--- src/rtl/cpu_ctrl_pkg.sv ---
// Shared types and widths for the processor step controller.
// Holds the controller state encoding and the divider/tap bus widths.
package cpu_ctrl_pkg;

   localparam int DIV_W = 32;
   localparam int TAP_W = 5;

   typedef enum logic [1:0] {
      HALT      = 2'd0,
      RUN       = 2'd1,
      STEP_WAIT = 2'd2
   } ctrl_state_t;

endpackage

--- src/rtl/cpu_step_ctrl_sync_edge.sv ---
// Multi-stage synchronizer for an asynchronous level input followed by a
// rising-edge detector; a held input yields a single one-clock rise.
module sync_edge #(
   parameter int STAGES = 2
) (
   input  logic clock,
   input  logic reset,
   input  logic din,
   output logic rise
);

   logic [STAGES-1:0] sync_r;
   logic              level_q;

   // Synchronizer chain plus one delayed copy of the synchronized level.
   always_ff @(posedge clock or posedge reset) begin
      if (reset) begin
         sync_r  <= '0;
         level_q <= 1'b0;
      end else begin
         sync_r  <= {sync_r[STAGES-2:0], din};
         level_q <= sync_r[STAGES-1];
      end
   end

   assign rise = sync_r[STAGES-1] & ~level_q;

endmodule

--- src/rtl/cpu_step_ctrl.sv ---
// Generates the processor clock-enable from a selectable divider tap, with
// run, halt and pushbutton single-step modes and an issued-cycle counter.
module cpu_step_ctrl
   import cpu_ctrl_pkg::*;
#(
   parameter int CNT_W       = 16,
   parameter int SYNC_STAGES = 2
) (
   input  logic             clock,
   input  logic             reset,
   input  logic [DIV_W-1:0] divided_clocks,
   input  logic [TAP_W-1:0] tap_sel,
   input  logic             run_req,
   input  logic             halt_req,
   input  logic             step_btn,
   output logic             cpu_en,
   output logic             tick,
   output logic [1:0]       mode,
   output logic [CNT_W-1:0] cpu_cycles
);

   ctrl_state_t      state;
   ctrl_state_t      state_next;
   logic             tap;
   logic             tap_q;
   logic [TAP_W-1:0] sel_q;
   logic             tap_edge;
   logic             step_rise;
   logic             cpu_en_next;

   assign tap      = divided_clocks[tap_sel];
   // A mux switch can look like a rise; only trust edges on a stable select.
   assign tap_edge = tap & ~tap_q & (tap_sel == sel_q);

   sync_edge #(
      .STAGES (SYNC_STAGES)
   ) u_step_sync (
      .clock (clock),
      .reset (reset),
      .din   (step_btn),
      .rise  (step_rise)
   );

   // Remember last tap level and select for edge qualification.
   always_ff @(posedge clock or posedge reset) begin
      if (reset) begin
         tap_q <= 1'b0;
         sel_q <= '0;
      end else begin
         tap_q <= tap;
         sel_q <= tap_sel;
      end
   end

   // Next-state and enable decode; halt_req wins over everything.
   always_comb begin
      state_next  = state;
      cpu_en_next = 1'b0;
      case (state)
         HALT: begin
            if (halt_req) begin
               state_next = HALT;
            end else if (run_req) begin
               state_next = RUN;
            end else if (step_rise) begin
               state_next = STEP_WAIT;
            end else begin
               state_next = HALT;
            end
         end
         RUN: begin
            if (halt_req || !run_req) begin
               state_next = HALT;
            end else begin
               state_next  = RUN;
               cpu_en_next = tap_edge;
            end
         end
         STEP_WAIT: begin
            if (halt_req) begin
               state_next = HALT;
            end else if (tap_edge) begin
               state_next  = HALT;
               cpu_en_next = 1'b1;
            end else begin
               state_next = STEP_WAIT;
            end
         end
         default: begin
            state_next = HALT;
         end
      endcase
   end

   // State, registered pulses and the wrapping issued-cycle counter.
   always_ff @(posedge clock or posedge reset) begin
      if (reset) begin
         state      <= HALT;
         cpu_en     <= 1'b0;
         tick       <= 1'b0;
         cpu_cycles <= '0;
      end else begin
         state      <= state_next;
         cpu_en     <= cpu_en_next;
         tick       <= tap_edge;
         cpu_cycles <= cpu_cycles + {{(CNT_W-1){1'b0}}, cpu_en};
      end
   end

   assign mode = state;

endmodule

--- config.mk ---
export PLATFORM = sky130hd
export DESIGN_NAME = cpu_step_ctrl
export DESIGN_NICKNAME = d
export VERILOG_FILES = /design/src/rtl/cpu_ctrl_pkg.sv /design/src/rtl/cpu_step_ctrl_sync_edge.sv /design/src/rtl/cpu_step_ctrl.sv
export SDC_FILE = /design/constraint.sdc
export NUM_CORES = 1
export LEC_CHECK = 0
export ABC_CLOCK_PERIOD_IN_PS = 1300
export BUFFER_PORTS_ARGS = -buffer_cell sky130_fd_sc_hd__buf_4
export CAP_MARGIN = 20
export CELL_PAD_IN_SITES_DETAIL_PLACEMENT = 1
export CELL_PAD_IN_SITES_GLOBAL_PLACEMENT = 1
export CORE_MARGIN = 2
export CORE_UTILIZATION = 32
export CTS_CLUSTER_SIZE = 10
export DETAILED_ROUTE_END_ITERATION = 7
export HOLD_SLACK_MARGIN = 0.12
export PLACE_DENSITY_LB_ADDON = 0.1
export SLEW_MARGIN = 20
export SYNTH_ARGS = -nofsm -noshare
export SYNTH_HDL_FRONTEND = slang
export SYNTH_SLANG_ARGS = --single-unit
--- constraint.sdc ---
create_clock -name clock -period 1.3 [get_ports clock]
set_input_delay 0.13 -clock clock [delete_from_list [all_inputs] [get_ports clock]]
set_output_delay 0.13 -clock clock [all_outputs]
set_load 0.005 [all_outputs]
==> results of run 1 <==
final timing paths:
check | to | slack, ps | start | cells after the start
min in group asynchronous | cpu_cycles[10] | 480 | reset | 4
setup reg to reg | mode[1] | -30 | mode[0] | 5
hold / removal | mode[0] | 140 | run_req | 2
setup / recovery | mode[1] | -30 | mode[0] | 5
max in group asynchronous | u_step_sync.level_q | 550 | reset | 4
hold reg to reg | u_step_sync.sync_r[1] | 360 | u_step_sync.sync_r[0] | 0
flip-flops by register name, indices dropped and copies added (netlist names):
name,flops
mode,2
u_step_sync.level_q,1
tick,1
tap_q,1
cpu_cycles,16
cpu_en,1
u_step_sync.sync_r,2
sel_q,5
critical path, stage by stage (launching register included):
cell and delay, ps:
dfrtp_1 410, inv_1 110, ha_1 170, and4b_2 280, nor2_4 50, a211oi_2 220
stage by stage:
step	std cells	area, sq um
final	288	2550
after global routing	288	2550
after CTS	284	2420
after detailed placement	265	2180
after global placement	265	2180
after floorplan	135	1560
kinds of logic after synthesis:
kind of cell    Yosys count  share of synthesized area
mux                      16                      0.104
compound gates           13                     0.0715
flops                    29                      0.471
buf+inv                   7                     0.0325
xor+xnor                 19                      0.108
fa+ha+maj                 6                     0.0487
simple gates             45                      0.164
timing repair:
item                       4_1_cts  5_1_grt
resized for setup               11       19
hold endpoints to repair        35        0
pin swaps                       11        4
setup endpoints to repair        8       13
hold buffers                     7        0
setup buffers                    4        4
layer usage:
layer,global-route usage,vias to the layer above,routed length (microns)
li1,-,664,-
met1,0.176,655,1510
met2,0.285,59,2100
met3,0.0508,8,240
met4,0.0828,0,93
met5,0,-,0
cell type report:
cell class,instances,area [sq um]
inverters,5,18.8
well taps,54,67.6
flip-flops and latches,29,726
clock buffers,7,96.3
clock inverters,1,5.00
fillers,525,2140
repair buffers,93,734
multi-input cells,99,901
power by group:
group          internal, uW  switching (uW)  leakage, uW
sequential              925            11.8     0.000383
combinational           181             140     0.000857
clock                   477             333    0.0000542
placed cells by master (no fill, tap or decap), types with 2 or more instances in the layout:
cell type / instances
dfrtp_1: 29
nand2_1: 9
nor2_1: 5
nand2b_1: 2
dlygate4sd3_1: 7
xnor2_2: 2
nand2_2: 3
xnor2_1: 12
xor2_1: 5
a21oi_1: 4
a22oi_1: 4
ha_1: 4
clkbuf_8: 7
buf_4: 81
mux2i_1: 16
inv_1: 4
nand3_1: 3
ha_4: 2
a21oi_2: 2
nand3_2: 4
and3_4: 5
nor2_4: 2
buf_6: 5
==> results.yml, run 1 <==
outcome:
  outcome: "complete, but fails checks"
  violations: "negative setup slack"
die:
  rows: 25
  die-area_sq_um: 5380
  core_sq_um: 4690
  initial_core_util: 0.328
  die_h_microns: 73.4
  die_width_microns: 73.4
  ios: 62
drt:
  dr.pass1.iters: 4
  ant_nets: 0
  vias: 1386
  wl_per_cell_microns: 13.7
  drtIter0Drc: 30
  drt_wl_total_microns: 3940
  drc_errors: 0
  via_per_inst: 4.81
logic_synthesis:
  synth.most_common_cell: "dfrtp_1"
  yosysTopAreaCellShare: 0.471
  avgSynthCellArea_sq_um: 11.4
  ys_types: 32
  synthTopCellsByCount: "dfrtp_1 (29), mux2i_1 (16), xnor2_1 (14), nand2_1 (12), nor2_1 (7)"
  synthCells: 135
  synth_area_sq_um: 1540
  synth_top_cell_by_area: "dfrtp_1"
  yosys_warnings: 0
  synth-edff-count: 0
  synth_top_cells_by_area: "dfrtp_1 (47%), mux2i_1 (10%), xnor2_1 (8.0%)"
  syn_nets: 183
  synthFlopType: "dfrtp_1"
  ys_ff_latch: 29
  synthArstFlopShare: 1.00
  ys_seq_area_frac: 0.471
cells_and_area:
  syn2layout_area_growth_pct: 65.5
  diodes: 0
  nets: 281
  drive_gt1_frac: 0.530
  fin_util: 0.543
timing:
  post-route-period-util: 1.02
  tns_ps: -29.5
  final-setup-viol-count: 1
  layout_setup_ws_ps: -29.5
  worst_slew_pin_slew_ps: 368
  fin_crit_ps: 1330
  hold_viol_final: 0
  slew_viol_final: 0
  skew_ps: 2.95
  fmax_ghz: 0.752
  whs_ps: 143
  rsz0062_at_grt: "yes"
  slew_headroom: 0.755
global_routing:
  grt.overflow.total: 0
  grt_use_total: 0.163
  grt_pass1_wl_microns: 6640
  grt_max_degree: 30
  antenna_found_initial: 0
  grt_pass1_vias: 1529
min_path:
  hold_path.class: "in2reg"
placement:
  gp_congestion: 0.787
  dpl.hpwl_microns: 3080
  port_buffers: 61
  pre_cts_ws_ps: -280
critical_path:
  cp-start-kind: "flop"
  worstPathRequired_ps: 1490
  critPathCaptureType: "flop"
  cp.arrival_ps: 1520
  worstPathMaxFanout: 4
  setup.worst_path.class: "reg2reg"
power_and_ir_drop:
  p_per_area_nw_per_um2: 811
  power.total_uw: 2070
  ir_worst_vdd_v: 0.000408
  leakagePower_uw: 0.00129
clocking:
  insertion_delay_ps: 280
  cts.sinks: 29
  tritoncts: "built"
  cts-root-buf: "clkbuf_8"
  h-tree-depth: 2
  numCtsBuffers: 5
  clk_pin_slew_worst_paths_ps: 60
  clock_path_buffers: 2
flow_run:
  maxCapViolCount: 0
(Power assumes the default switching activity.)
==> run 2: changes to the inputs <==
Settings changed: CORE_UTILIZATION 32 to 25.
==> results.yml, run 2 (same netlist as run 1, synthesis figures left out) <==
drt:
  dr.pass1.iters: 4
  via_per_inst: 4.39
  drtIter0Drc: 27
  drc_errors: 0
  top_layer: "met4"
  vias: 1357
  wl_met1_microns: 1690
  met2_length_microns: 2080
  wl_per_cell_microns: 13.1
  wl_met3_microns: 253
  drt_wl_total_microns: 4060
  ant_nets: 0
clocking:
  clock_path_buffers: 2
  clk_pin_slew_worst_paths_ps: 60
  cts-root-buf: "clkbuf_8"
  cts.sinks: 29
  tritoncts: "built"
  insertion_delay_ps: 270
  h-tree-depth: 2
  numCtsBuffers: 5
placement:
  place_inst: 290
  port_buffers: 61
  dpl.hpwl_microns: 3130
  gp_congestion: 0.721
  dpl_cell_area_sq_um: 2230
power_and_ir_drop:
  leakagePower_uw: 0.00130
  power.total_uw: 2000
  ir_worst_vdd_v: 0.000311
  p_per_area_nw_per_um2: 780
die:
  ios: 62
  die_width_microns: 82.5
  core_sq_um: 5920
  die_h_microns: 82.5
  rows: 28
  die-area_sq_um: 6800
  initial_core_util: 0.260
cells_and_area:
  fillers: 679
  layout_common_cells: "buf_4 (84), dfrtp_1 (29), mux2i_1 (16), xnor2_1 (12)"
  seq_area_sq_um: 726
  syn2layout_area_growth_pct: 66.4
  largest_reg_flops: 16
  reg_top3: "cpu_cycles x16, sel_q x5"
  fin_util: 0.433
  multi_input_area_sq_um: 903
  final_cells: 309
  final_common_cell: "buf_4"
  fin_area_sq_um: 2560
  diodes: 0
  regMostFlops: "cpu_cycles"
  nets: 282
  drive_gt1_frac: 0.534
timing:
  fmax_ghz: 0.747
  worst_slew_pin_slew_ps: 362
  rsz0062_at_grt: "yes"
  layout_setup_ws_ps: -38.2
  hold_viol_final: 0
  skew_ps: 4.77
  slew_viol_final: 0
  fin_crit_ps: 1340
  post-route-period-util: 1.03
  final-setup-viol-count: 1
  slew_headroom: 0.759
global_routing:
  grt.overflow.total: 0
  grt_pass1_wl_microns: 6760
  grt_max_degree: 18
  antenna_found_initial: 0
  grt_pass1_vias: 1448
  grt_use_total: 0.133
critical_path:
  critPathCaptureType: "flop"
  reg2reg_slack_ps: -40
  setup.worst_path.class: "reg2reg"
  cp.arrival_ps: 1500
  cp-start-kind: "flop"
  worstReg2RegStart: "sel_q[4]"
  crit_end: "mode[1]"
  worstPathRequired_ps: 1460
  slowest_stage: "or3_4"
  crit_start: "sel_q[4]"
  r2r_end: "mode[1]"
  slowest_delay_ps: 440
  crit_chain: "xnor2_1, nand4_1, or3_4, nor2_4, a211oi_2"
  worst-r2r-cell-count: 5
  worstPathMaxFanout: 3
flow_run:
  maxCapViolCount: 0
outcome:
  violations: "negative setup slack"
  outcome: "complete, but fails checks"
min_path:
  hold_path.class: "in2reg"
[run 2: cell count changes in the layout (fill, tap and decap cells not counted), sizes merged]
| cell | change |
|---|---|
| clkinv | -1 |
| buf | +1 |
[run 2: how the worst min path moves through the flow]
stage	startpoint	slack [ps]	to	cells after the start
floorplan	tap_sel[0]	160	sel_q[0]	0
global placement	reset	170	cpu_cycles[7]	3
detailed placement	reset	180	cpu_cycles[10]	3
CTS	run_req	140	mode[0]	2
global route	run_req	140	mode[0]	2
finish	run_req	160	mode[0]	2
[run 2: repair_timing]
action,in CTS,in global routing
pin swaps,11,15
hold endpoints to repair,35,0
hold buffers,7,0
gates resized for setup,10,21
setup endpoints to repair,10,11
buffers inserted,1,4
[run 2: area by class of cell]
class	count	share of cell area
clock buffer	7	0.0337
inverter	5	0.00732
multi-input combinational	99	0.353
sequential	29	0.283
tap	75	0.0366
timing repair buffer	94	0.287
[run 2: where the power goes]
part           switching, uW  leakage [uW]  internal [uW]
Clock                    313     0.0000443            419
Sequential              10.0      0.000383            925
Combinational            143      0.000875            189
[run 2: layer usage]
layer  global-route usage  vias up
li1                     -      662
met1                0.157      641
met2                0.229       52
met3               0.0326        2
met4               0.0541        0
met5                    0        -
[run 2: stage by stage]
| step | hold WS, ps | setup TNS, ps | setup slack [ps] |
|---|---|---|---|
| 2_1_floorplan | 161 | -132 | -80.8 |
| 3_3_place_gp | 174 | -747 | -208 |
| 3_5_place_dp | 181 | -974 | -278 |
| 4_1_cts | 143 | -116 | -56.9 |
| 5_1_grt | 144 | -500 | -106 |
| 6_report | 156 | -38.2 | -38.2 |
[run 2: worst max-delay path, delay by kind of cell (launching register included)]
kind,cells,cell delay [ps]
compound gates,1,70
flops,1,370
simple gates,3,650
xor+xnor,1,140
==> run 3: changes to the inputs <==
Settings changed: GPL_TIMING_DRIVEN set to 0.
==> results.yml, run 3 (same netlist as run 1, synthesis figures left out) <==
clocking:
  insertion_delay_ps: 270
  h-tree-depth: 2
  clk_pin_slew_worst_paths_ps: 60
  tritoncts: "built"
  cts-root-buf: "clkbuf_8"
  cts.sinks: 29
  numCtsBuffers: 5
  clock_path_buffers: 2
cells_and_area:
  regMostFlops: "cpu_cycles"
  largest_reg_flops: 16
  nets: 277
  drive_gt1_frac: 0.537
  diodes: 0
  fin_area_sq_um: 2590
  final_cells: 304
  reg_top3: "cpu_cycles x16, sel_q x5"
  final_common_cell: "buf_4"
  layout_common_cells: "buf_4 (76), dfrtp_1 (28), mux2i_1 (15), xnor2_1 (11), dlygate4sd3_1 (8)"
  syn2layout_area_growth_pct: 68.1
  fin_util: 0.437
  fillers: 657
critical_path:
  cp-start-kind: "flop"
  worstReg2RegStart: "cpu_en"
  cp_top_family: "simple AND/OR/NAND/NOR gates"
  crit_start: "cpu_en"
  slowest_delay_ps: 400
  worstPathRequired_ps: 1460
  slowest_stage: "dfrtp_1"
  cp.arrival_ps: 1500
  worstPathMaxFanout: 3
  critPathCaptureType: "flop"
  setup.worst_path.class: "reg2reg"
  crit_chain: "ha_4, nand2_4, nor2_4, and3_4, nand3_4, xnor2_2"
  path_buf_inv: 0
die:
  core_sq_um: 5920
  die_h_microns: 82.5
  rows: 28
  die-area_sq_um: 6800
  ios: 62
  die_width_microns: 82.5
  initial_core_util: 0.260
drt:
  wl_per_cell_microns: 13.8
  via_per_inst: 4.41
  drtIter0Drc: 52
  vias: 1341
  top_layer: "met4"
  drc_errors: 0
  wl_met1_microns: 1670
  drt_wl_total_microns: 4180
  wl_met3_microns: 284
  dr.pass1.iters: 4
  ant_nets: 0
  met2_length_microns: 2150
global_routing:
  grt_max_degree: 30
  grt_pass1_wl_microns: 6600
  grt_pass1_vias: 1395
  grt_use_total: 0.130
  grt.overflow.total: 0
  antenna_found_initial: 0
outcome:
  violations: "negative setup slack"
  outcome: "complete, but fails checks"
timing:
  fmax_ghz: 0.745
  fin_crit_ps: 1340
  layout_setup_ws_ps: -41.8
  post-route-period-util: 1.03
  hold_viol_final: 0
  skew_ps: 3.12
  final-setup-viol-count: 5
  worst_slew_pin_slew_ps: 607
  slew_viol_final: 0
  whs_ps: 157
  slew_headroom: 0.595
  rsz0062_at_grt: "yes"
placement:
  gp_congestion: 0.841
  dpl_cell_area_sq_um: 2110
  port_buffers: 61
  place_inst: 271
  dpl.hpwl_microns: 2980
power_and_ir_drop:
  power.total_uw: 2010
  ir_worst_vdd_v: 0.000303
  p_per_area_nw_per_um2: 778
  leakagePower_uw: 0.00128
flow_run:
  maxCapViolCount: 0
min_path:
  hold_path.class: "in2reg"
  hp-start: "run_req"
==> run 3: changes by cell type in the layout (fill, tap and decap cells not counted), moves of 2 or more <==
cell and delta:
nand2_2 +2, nand3_2 -3, buf_4 -8, nand3_4 +3
==> run 3: metrics by stage <==
step                setup WS (ps)  TNS, ps
floorplan                   -80.8     -132
global placement             -306    -1770
detailed placement           -336    -2160
CTS                         -75.6     -156
global route                 -133     -675
finish                      -41.8     -148
==> run 3: area by class of cell <==
type                            instances  area (sq um)  share of cell area
Tap cell                               75          93.8              0.0362
Clock buffer                            7          86.3              0.0333
Inverter                                5          18.8             0.00725
Buffer                                  1          20.0             0.00773
Sequential cell                        29           727               0.281
Timing Repair Buffer                   88           713               0.275
Multi-Input combinational cell         99           930               0.359
==> run 3: worst paths after layout <==
path	cells past startpoint	slack, ps	to
max	6	-40	cpu_cycles[11]
min	2	160	mode[0]
max reg2reg	6	-40	cpu_cycles[11]
min reg2reg	0	350	u_step_sync.sync_r[1]
max in group asynchronous	3	360	cpu_cycles[2]
min in group asynchronous	3	510	cpu_cycles[12]
==> run 3: repair_timing <==
action                                 CTS  global route
gates cloned                             0             1
hold buffers                             8             0
gates resized for setup                 13            23
setup buffers                            9             9
pin swaps                                4            15
endpoints found under the hold margin   36             0
setup endpoints to repair               10            10
==> run 3: metal layers <==
layer	GRT usage	up-vias
met4	0.0541	0
met3	0.0348	5
met2	0.232	54
met5	0	-
met1	0.146	627
li1	-	655
==> run 3: worst reg2reg max path: cells and delay by family, from the launching register on <==
kind / cells / cell delay [ps]
flops: 1 / 400
simple gates: 4 / 500
fa+ha+maj: 1 / 190
xor+xnor: 1 / 140
==> run 3: report_power, final <==
part	internal, uW	switching, uW	total (uW)
clock	419	307	725
sequential	925	12.2	937
combinational	206	146	351
